[config.mk]
export PLATFORM = sky130hd
export DESIGN_NAME = rvvi_retire_serializer
export DESIGN_NICKNAME = d
export VERILOG_FILES = /design/src/rtl/rvvi_serializer_pkg.sv /design/src/rtl/rvvi_serial_fifo.sv /design/src/rtl/rvvi_retire_serializer.sv
export SDC_FILE = /design/constraint.sdc
export NUM_CORES = 2
export LEC_CHECK = 0
export CAP_MARGIN = 10
export CORE_MARGIN = 5
export CORE_UTILIZATION = 30
export DETAILED_ROUTE_END_ITERATION = 10
export DONT_BUFFER_PORTS = 1
export SYNTH_ARGS = -nofsm -noshare
export SYNTH_HDL_FRONTEND = slang
export SYNTH_HIERARCHICAL = 1
export SYNTH_SLANG_ARGS = --single-unit
[constraint.sdc]
create_clock -name clk -period 17.7 [get_ports clk]
set_input_delay 3.54 -clock clk [delete_from_list [all_inputs] [get_ports clk]]
set_output_delay 3.54 -clock clk [all_outputs]
set_load 0.03 [all_outputs]
[src/rtl/rvvi_serializer_pkg.sv]
// ---------------------------------------------------------------------------
// rvvi_serializer_pkg
// Shared types and helpers for the RVVI retirement serializer.
//
// rvvi_entry_t is one buffered retirement. Field widths are fixed at the
// largest supported values: ILEN and XLEN up to 64, hart and retire index up
// to 8 bits. Modules zero-extend into the fields and slice back out, so a
// single struct type serves every parameterisation of the serializer.
//
// A trace slot s maps to hart s / RETIRE and to retire index s % RETIRE.
// ---------------------------------------------------------------------------
package rvvi_serializer_pkg;

    localparam int RVVI_ILEN_MAX = 64;
    localparam int RVVI_XLEN_MAX = 64;
    localparam int RVVI_IDX_W    = 8;
    localparam int RVVI_SEQ_W    = 64;

    typedef struct packed {
        logic [RVVI_ILEN_MAX-1:0] insn;
        logic [RVVI_XLEN_MAX-1:0] pc;
        logic                     trap;
        logic [RVVI_IDX_W-1:0]    hart;
        logic [RVVI_IDX_W-1:0]    ret;
        logic [RVVI_SEQ_W-1:0]    seq;
    } rvvi_entry_t;

    function automatic int slot_hart(input int slot, input int retire);
        return slot / retire;
    endfunction

    function automatic int slot_ret(input int slot, input int retire);
        return slot % retire;
    endfunction

endpackage

[src/rtl/rvvi_serial_fifo.sv]
// ---------------------------------------------------------------------------
// rvvi_serial_fifo
// Multi-write, single-read, show-ahead circular buffer of rvvi_entry_t.
//
// Ports:
//   clk        in   clock
//   reset      in   asynchronous active-high reset; empties the buffer
//   wr_cnt     in   number of entries to write this cycle, taken from
//                   wr_data[0 .. wr_cnt-1]; the writer must keep wr_cnt at or
//                   below free_cnt
//   wr_data    in   NWR compacted entries
//   rd_ready   in   consumer accepts the head; a pop happens when non-empty
//   head       out  head entry, all zeros when empty
//   occupancy  out  number of stored entries, 0..DEPTH
//   free_cnt   out  DEPTH - occupancy + pop; a same-edge pop frees its slot
//
// DEPTH must be a power of two, at least 2 and at least NWR.
// ---------------------------------------------------------------------------
module rvvi_serial_fifo
    import rvvi_serializer_pkg::*;
#(
    parameter int NWR   = 1,
    parameter int DEPTH = 16,
    localparam int WCW  = $clog2(NWR + 1),
    localparam int PW   = $clog2(DEPTH),
    localparam int OW   = PW + 1
) (
    input  logic                      clk,
    input  logic                      reset,
    input  logic [WCW-1:0]            wr_cnt,
    input  rvvi_entry_t [NWR-1:0]     wr_data,
    input  logic                      rd_ready,
    output rvvi_entry_t               head,
    output logic [OW-1:0]             occupancy,
    output logic [OW-1:0]             free_cnt
);

    rvvi_entry_t   mem [DEPTH];
    logic [PW-1:0] wr_ptr;
    logic [PW-1:0] rd_ptr;
    logic [OW-1:0] occ_q;
    logic          pop;

    assign pop       = (occ_q != '0) && rd_ready;
    assign free_cnt  = OW'(DEPTH) - occ_q + OW'(pop);
    assign occupancy = occ_q;
    // Gating on empty keeps the outputs at zero after reset even though the
    // storage itself is never cleared.
    assign head      = (occ_q != '0) ? mem[rd_ptr] : '0;

    always_ff @(posedge clk) begin
        for (int i = 0; i < NWR; i++) begin
            if (WCW'(i) < wr_cnt) begin
                mem[wr_ptr + PW'(i)] <= wr_data[i];
            end
        end
    end

    always_ff @(posedge clk or posedge reset) begin
        if (reset) begin
            wr_ptr <= '0;
            rd_ptr <= '0;
            occ_q  <= '0;
        end else begin
            wr_ptr <= wr_ptr + PW'(wr_cnt);
            rd_ptr <= rd_ptr + PW'(pop);
            occ_q  <= occ_q + OW'(wr_cnt) - OW'(pop);
        end
    end

endmodule

[src/rtl/rvvi_retire_serializer.sv]
// ---------------------------------------------------------------------------
// rvvi_retire_serializer
// Buffers a full RVVI retirement trace of up to NHART*RETIRE instructions per
// cycle and replays it one instruction per beat, in retirement order, over a
// valid/ready stream that feeds the functional-coverage sampler.
//
// Ports:
//   clk, reset            trace clock, asynchronous active-high reset
//   in_valid/insn/pc/trap per-slot trace inputs, slot s = hart*RETIRE + ret
//   out_valid/out_ready   output handshake; a beat pops on valid && ready
//   out_insn/pc/trap      head instruction, PC and trap flag
//   out_hart/out_ret      source hart and retire index of the head
//   out_seq               64-bit sequence number of the head, from 0
//   overflow              sticky: at least one valid slot was dropped
//   occupancy             entries currently stored
//
// Optional build macro RVVI_SERIALIZER_STATS_EN adds:
//   stat_retired (64)     accepted slots
//   stat_dropped (32)     dropped slots, saturating
//
// Outputs come from storage only; nothing on in_* reaches out_* in the same
// cycle. When the trace offers more valid slots than there is free space, the
// lowest-indexed valid slots win and the rest are dropped without consuming
// sequence numbers.
// ---------------------------------------------------------------------------
module rvvi_retire_serializer
    import rvvi_serializer_pkg::*;
#(
    parameter int ILEN   = 32,
    parameter int XLEN   = 64,
    parameter int NHART  = 1,
    parameter int RETIRE = 1,
    parameter int DEPTH  = 16,
    localparam int NSLOT = NHART * RETIRE,
    localparam int HW    = (NHART > 1) ? $clog2(NHART) : 1,
    localparam int RW    = (RETIRE > 1) ? $clog2(RETIRE) : 1,
    localparam int OW    = $clog2(DEPTH) + 1
) (
    input  logic                    clk,
    input  logic                    reset,
    input  logic [NSLOT-1:0]        in_valid,
    input  logic [NSLOT*ILEN-1:0]   in_insn,
    input  logic [NSLOT*XLEN-1:0]   in_pc,
    input  logic [NSLOT-1:0]        in_trap,
    output logic                    out_valid,
    input  logic                    out_ready,
    output logic [ILEN-1:0]         out_insn,
    output logic [XLEN-1:0]         out_pc,
    output logic                    out_trap,
    output logic [HW-1:0]           out_hart,
    output logic [RW-1:0]           out_ret,
    output logic [63:0]             out_seq,
    output logic                    overflow,
    output logic [OW-1:0]           occupancy
`ifdef RVVI_SERIALIZER_STATS_EN
   ,output logic [63:0]             stat_retired,
    output logic [31:0]             stat_dropped
`endif
);

    localparam int WCW = $clog2(NSLOT + 1);
    localparam int CW  = (WCW > OW) ? WCW : OW;

    rvvi_entry_t [NSLOT-1:0] wr_data;
    rvvi_entry_t             head;
    logic [WCW-1:0]          wr_cnt;
    logic [OW-1:0]           free_cnt;
    logic [CW-1:0]           free_c;
    logic [CW-1:0]           valid_cnt;
    logic [CW-1:0]           acc_cnt;
    logic                    drop;
    logic [63:0]             seq_q;
    logic                    overflow_q;

    assign free_c = CW'(free_cnt);

    // Compaction: the k-th valid slot (counting from slot 0) lands in write
    // lane k, provided k is still below the free space.
    always_comb begin
        wr_data   = '0;
        valid_cnt = '0;
        for (int s = 0; s < NSLOT; s++) begin
            if (in_valid[s]) begin
                for (int j = 0; j < NSLOT; j++) begin
                    if ((valid_cnt == CW'(j)) && (valid_cnt < free_c)) begin
                        wr_data[j].insn = RVVI_ILEN_MAX'(in_insn[s*ILEN +: ILEN]);
                        wr_data[j].pc   = RVVI_XLEN_MAX'(in_pc[s*XLEN +: XLEN]);
                        wr_data[j].trap = in_trap[s];
                        wr_data[j].hart = RVVI_IDX_W'(slot_hart(s, RETIRE));
                        wr_data[j].ret  = RVVI_IDX_W'(slot_ret(s, RETIRE));
                        wr_data[j].seq  = seq_q + 64'(j);
                    end
                end
                valid_cnt = valid_cnt + CW'(1);
            end
        end
    end

    assign acc_cnt = (valid_cnt < free_c) ? valid_cnt : free_c;
    assign wr_cnt  = WCW'(acc_cnt);
    assign drop    = (valid_cnt != acc_cnt);

    rvvi_serial_fifo #(
        .NWR   (NSLOT),
        .DEPTH (DEPTH)
    ) u_fifo (
        .clk       (clk),
        .reset     (reset),
        .wr_cnt    (wr_cnt),
        .wr_data   (wr_data),
        .rd_ready  (out_ready),
        .head      (head),
        .occupancy (occupancy),
        .free_cnt  (free_cnt)
    );

    always_ff @(posedge clk or posedge reset) begin
        if (reset) begin
            seq_q      <= '0;
            overflow_q <= 1'b0;
        end else begin
            seq_q      <= seq_q + 64'(acc_cnt);
            overflow_q <= overflow_q | drop;
        end
    end

`ifdef RVVI_SERIALIZER_STATS_EN
    logic [CW-1:0] drop_cnt;
    logic [32:0]   drop_sum;

    assign drop_cnt = valid_cnt - acc_cnt;
    assign drop_sum = {1'b0, stat_dropped} + 33'(drop_cnt);

    always_ff @(posedge clk or posedge reset) begin
        if (reset) begin
            stat_retired <= '0;
            stat_dropped <= '0;
        end else begin
            stat_retired <= stat_retired + 64'(acc_cnt);
            stat_dropped <= drop_sum[32] ? '1 : drop_sum[31:0];
        end
    end
`endif

    assign out_valid = (occupancy != '0);
    assign out_insn  = head.insn[ILEN-1:0];
    assign out_pc    = head.pc[XLEN-1:0];
    assign out_trap  = head.trap;
    assign out_hart  = head.hart[HW-1:0];
    assign out_ret   = head.ret[RW-1:0];
    assign out_seq   = head.seq;
    assign overflow  = overflow_q;

    // The struct fields are wider than this parameterisation needs.
    logic unused_head_bits;
    assign unused_head_bits = ^head;

endmodule

==> results.md <==
Run status:
- The run finished with clean final reports.

Timing:
- The max-slew headroom at the worst pin is 0.149.
- The least setup slack across all paths after layout is 7.72 ns.
- The share of the clock period used by the worst path after layout is 0.564.
- Setup repair after global routing left no endpoint under its margin.
- For the final database, setup skew stands at 0.0456 ns.
- The slew of the pin with the lowest slew margin is 1.27 ns.
- The number of slew-limit violations in the final report is 0.
- Based on the critical path, the design can be clocked at up to 100 MHz.
- The number of hold violations in the final report is 0.
- The time the final worst path needs with I/O delays and setup is 9.98 ns.
- The final setup TNS is 0 ns.
- The setup-violating endpoint count in the final report is 0.

Die:
- The total core area is 349000 um2.
- The die width is 601 um.
- For this configuration, the core starts out at a cell density of 0.301.
- Row generation in the floorplan step produced around 220 rows.
- The die is 601 um tall.
- During I/O placement, the number of pins put on the boundary was 271.
- The die covers between 300000 and 400000 um2.

Critical path:
- At the worst endpoint, the required time is 14.16 ns.
- For the worst setup path, the data arrival time is 6.44 ns.
- The critical path capture point type is an output pin.
- The largest single stage delay on the critical path is 0.89 ns.
- The critical path goes through buf_4 > buf_4 > buf_4 > buf_4 > mux4_2 > a22oi_2 > o211ai_1.
- The cell with the largest stage delay on the worst path is buf_4.
- The largest fanout on the critical path is 63.
- The critical path startpoint category is a flip-flop.
- The critical setup path kind is flip-flop to output pin.
- The cell type with the highest occurrence count on the critical path is buf_4.

CTS:
- The clock network latency to the later pin of the worst-skew pair is 0.89 ns.
- The maximum count of clock buffers along a single path is 4.
- The number of setup buffers added after CTS is 0.
- Clock tree synthesis found a total of about 2700 sinks.
- The H-tree was split into 5 levels.
- The count of hold buffers inserted by post-cts repair is 0.
- The buffer type at the clock tree root is clkbuf_16.
- Gates resized during post-CTS repair numbered 0.
- TritonCTS built the clock tree.
- The clock-pin slew of the registers on the worst-case setup and hold paths is 0.06 ns.
- The number of buffers added by the clock tree synthesis step is 293.

Global route:
- The first-pass GRT wire length is 387000 um.
- The number of global-route vias before repair is around 53000.
- The initial antenna violation count is 50.
- Summed over all layers, the global routing overflow is 0.
- Entering global routing, the biggest net connects 110 pins.
- In the global route stage, overall resource usage came out at 0.146.

Pwr:
- The power after layout is 20.7 mW.
- The total power density per cell area is between 150 and 200 nW/um2.
- For this design the static power due to leakage is 37.4 nW.
- Across the VDD grid, the largest voltage drop is around 0.13 mV.

Detailed routing:
- In the routed design, unresolved DRC markers number 0.
- The iteration-0 DRC count of the detailed router is between 5000 and 6000.
- In the routed layout, each cell is associated on average with a via count of between 5 and 6.
- The detail route stage leaves a number of antenna-violating nets equal to 0.
- The routed length per instance is 26.9 um.
- The routed design has roughly 270000 um of wire.
- Summing over every cut layer, the via total after detailed routing is around 51000.
- The first detailed-routing pass took 5 iterations.

Final layout:
- The library cell used most frequently in the layout, excluding fill and tap cells, is edfxtp_1.
- The number of cells in the finished layout apart from fillers is 10100.
- In the layout the commonest cells are edfxtp_1 (2608), mux4_2 (489), mux2i_1 (326), clkbuf_16 (296), a22oi_1 (248).
- Compared with the post-synthesis result, the final layout area differs by 14.3%.
- In the final layout, the share of cells above drive strength 1 is 0.208.
- After the last flow step, the layout net total stands at 5371.

Run:
- The max-cap check violation count is 0.

Logic synthesis:
- The mean area per synthesized cell is 20.4 um2.
- Yosys printed 6 warnings.
- The netlist area before placement is 105000 um2.
- Synthesis produced 5128 cells.

Placed design:
- The half-perimeter wire length after placement is between 100000 and 150000 um.
- Timing analysis after detailed placement gives a worst setup slack of 8.60 ns.
- In this run the tool buffered the top-level ports with 0 buffer cells.
- The last weighted congestion value of the routability-driven placer is about 0.74.
- Once placement completed, the tool counted placed cells totaling 9555.

Hold path:
- The type of the tightest min-delay check is flip-flop to flip-flop.
## cell type report
class                      count  area, um2
fill                       32400     229000
tap                         4599       5750
timing repair buffer         130       1140
antenna                       20       50.0
clock buffer                 366       7670
multi-input combinational   2127      23100
sequential                  2686      80300
clock inverter               159       1700
inverter                      14       53.8
## flip-flops by register name, indices dropped and copies added (netlist names)
signal	count
u_fifo/rd_ptr	4
overflow	1
u_fifo/occupancy	5
seq_q	64
u_fifo/wr_ptr	4
u_fifo/mem	2608
## path summary, 6_finish.rpt
kind	startpoint	endpoint	slack [ns]	depth (start not counted)
hold reg to reg	seq_q[17]	seq_q[17]	0.49	1
min in group asynchronous	reset	seq_q[24]	2.58	1
setup reg to reg	u_fifo/occupancy[2]	u_fifo/mem[15][118]	11.36	16
hold / removal	seq_q[17]	seq_q[17]	0.49	1
setup / recovery	u_fifo/rd_ptr[1]	out_pc[15]	7.72	7
max in group asynchronous	reset	seq_q[60]	14.25	2
## per-stage QoR
step                      instance area (um2)  hold slack, ns  utilization
after CTS                              120000           0.494        0.343
after detailed placement               110000           0.478        0.317
after floorplan                        105000           0.434            -
after global placement                 110000           0.481        0.316
final                                  120000           0.489        0.344
after global routing                   120000           0.509        0.344
## report_power, final
part / switching [mW] / internal, mW / leakage (nW) / total [mW]
Sequential: 0.278 / 7.84 / 24.2 / 8.12
Combinational: 4.55 / 2.09 / 8.66 / 6.64
Clock: 2.50 / 3.45 / 4.56 / 5.94
Total: 7.32 / 13.4 / 37.4 / 20.7
## layer usage
layer  wire length (um)  track usage  up-vias
li1                   -            -    21400
met2             133000        0.244     1845
met3              19500       0.0318      502
met5                 36            0        -
met4               9470       0.0485        6
met1             109000        0.188    27500
## critical path: cells and delay by family, from the launching register on
kind | cells | cell delay (ns)
buffers and inverters | 4 | 3.31
AO/OA/AOI/OAI | 2 | 0.87
flip-flops | 1 | 0.73
multiplexers | 1 | 0.37
Power figures use the tool's default switching activity.
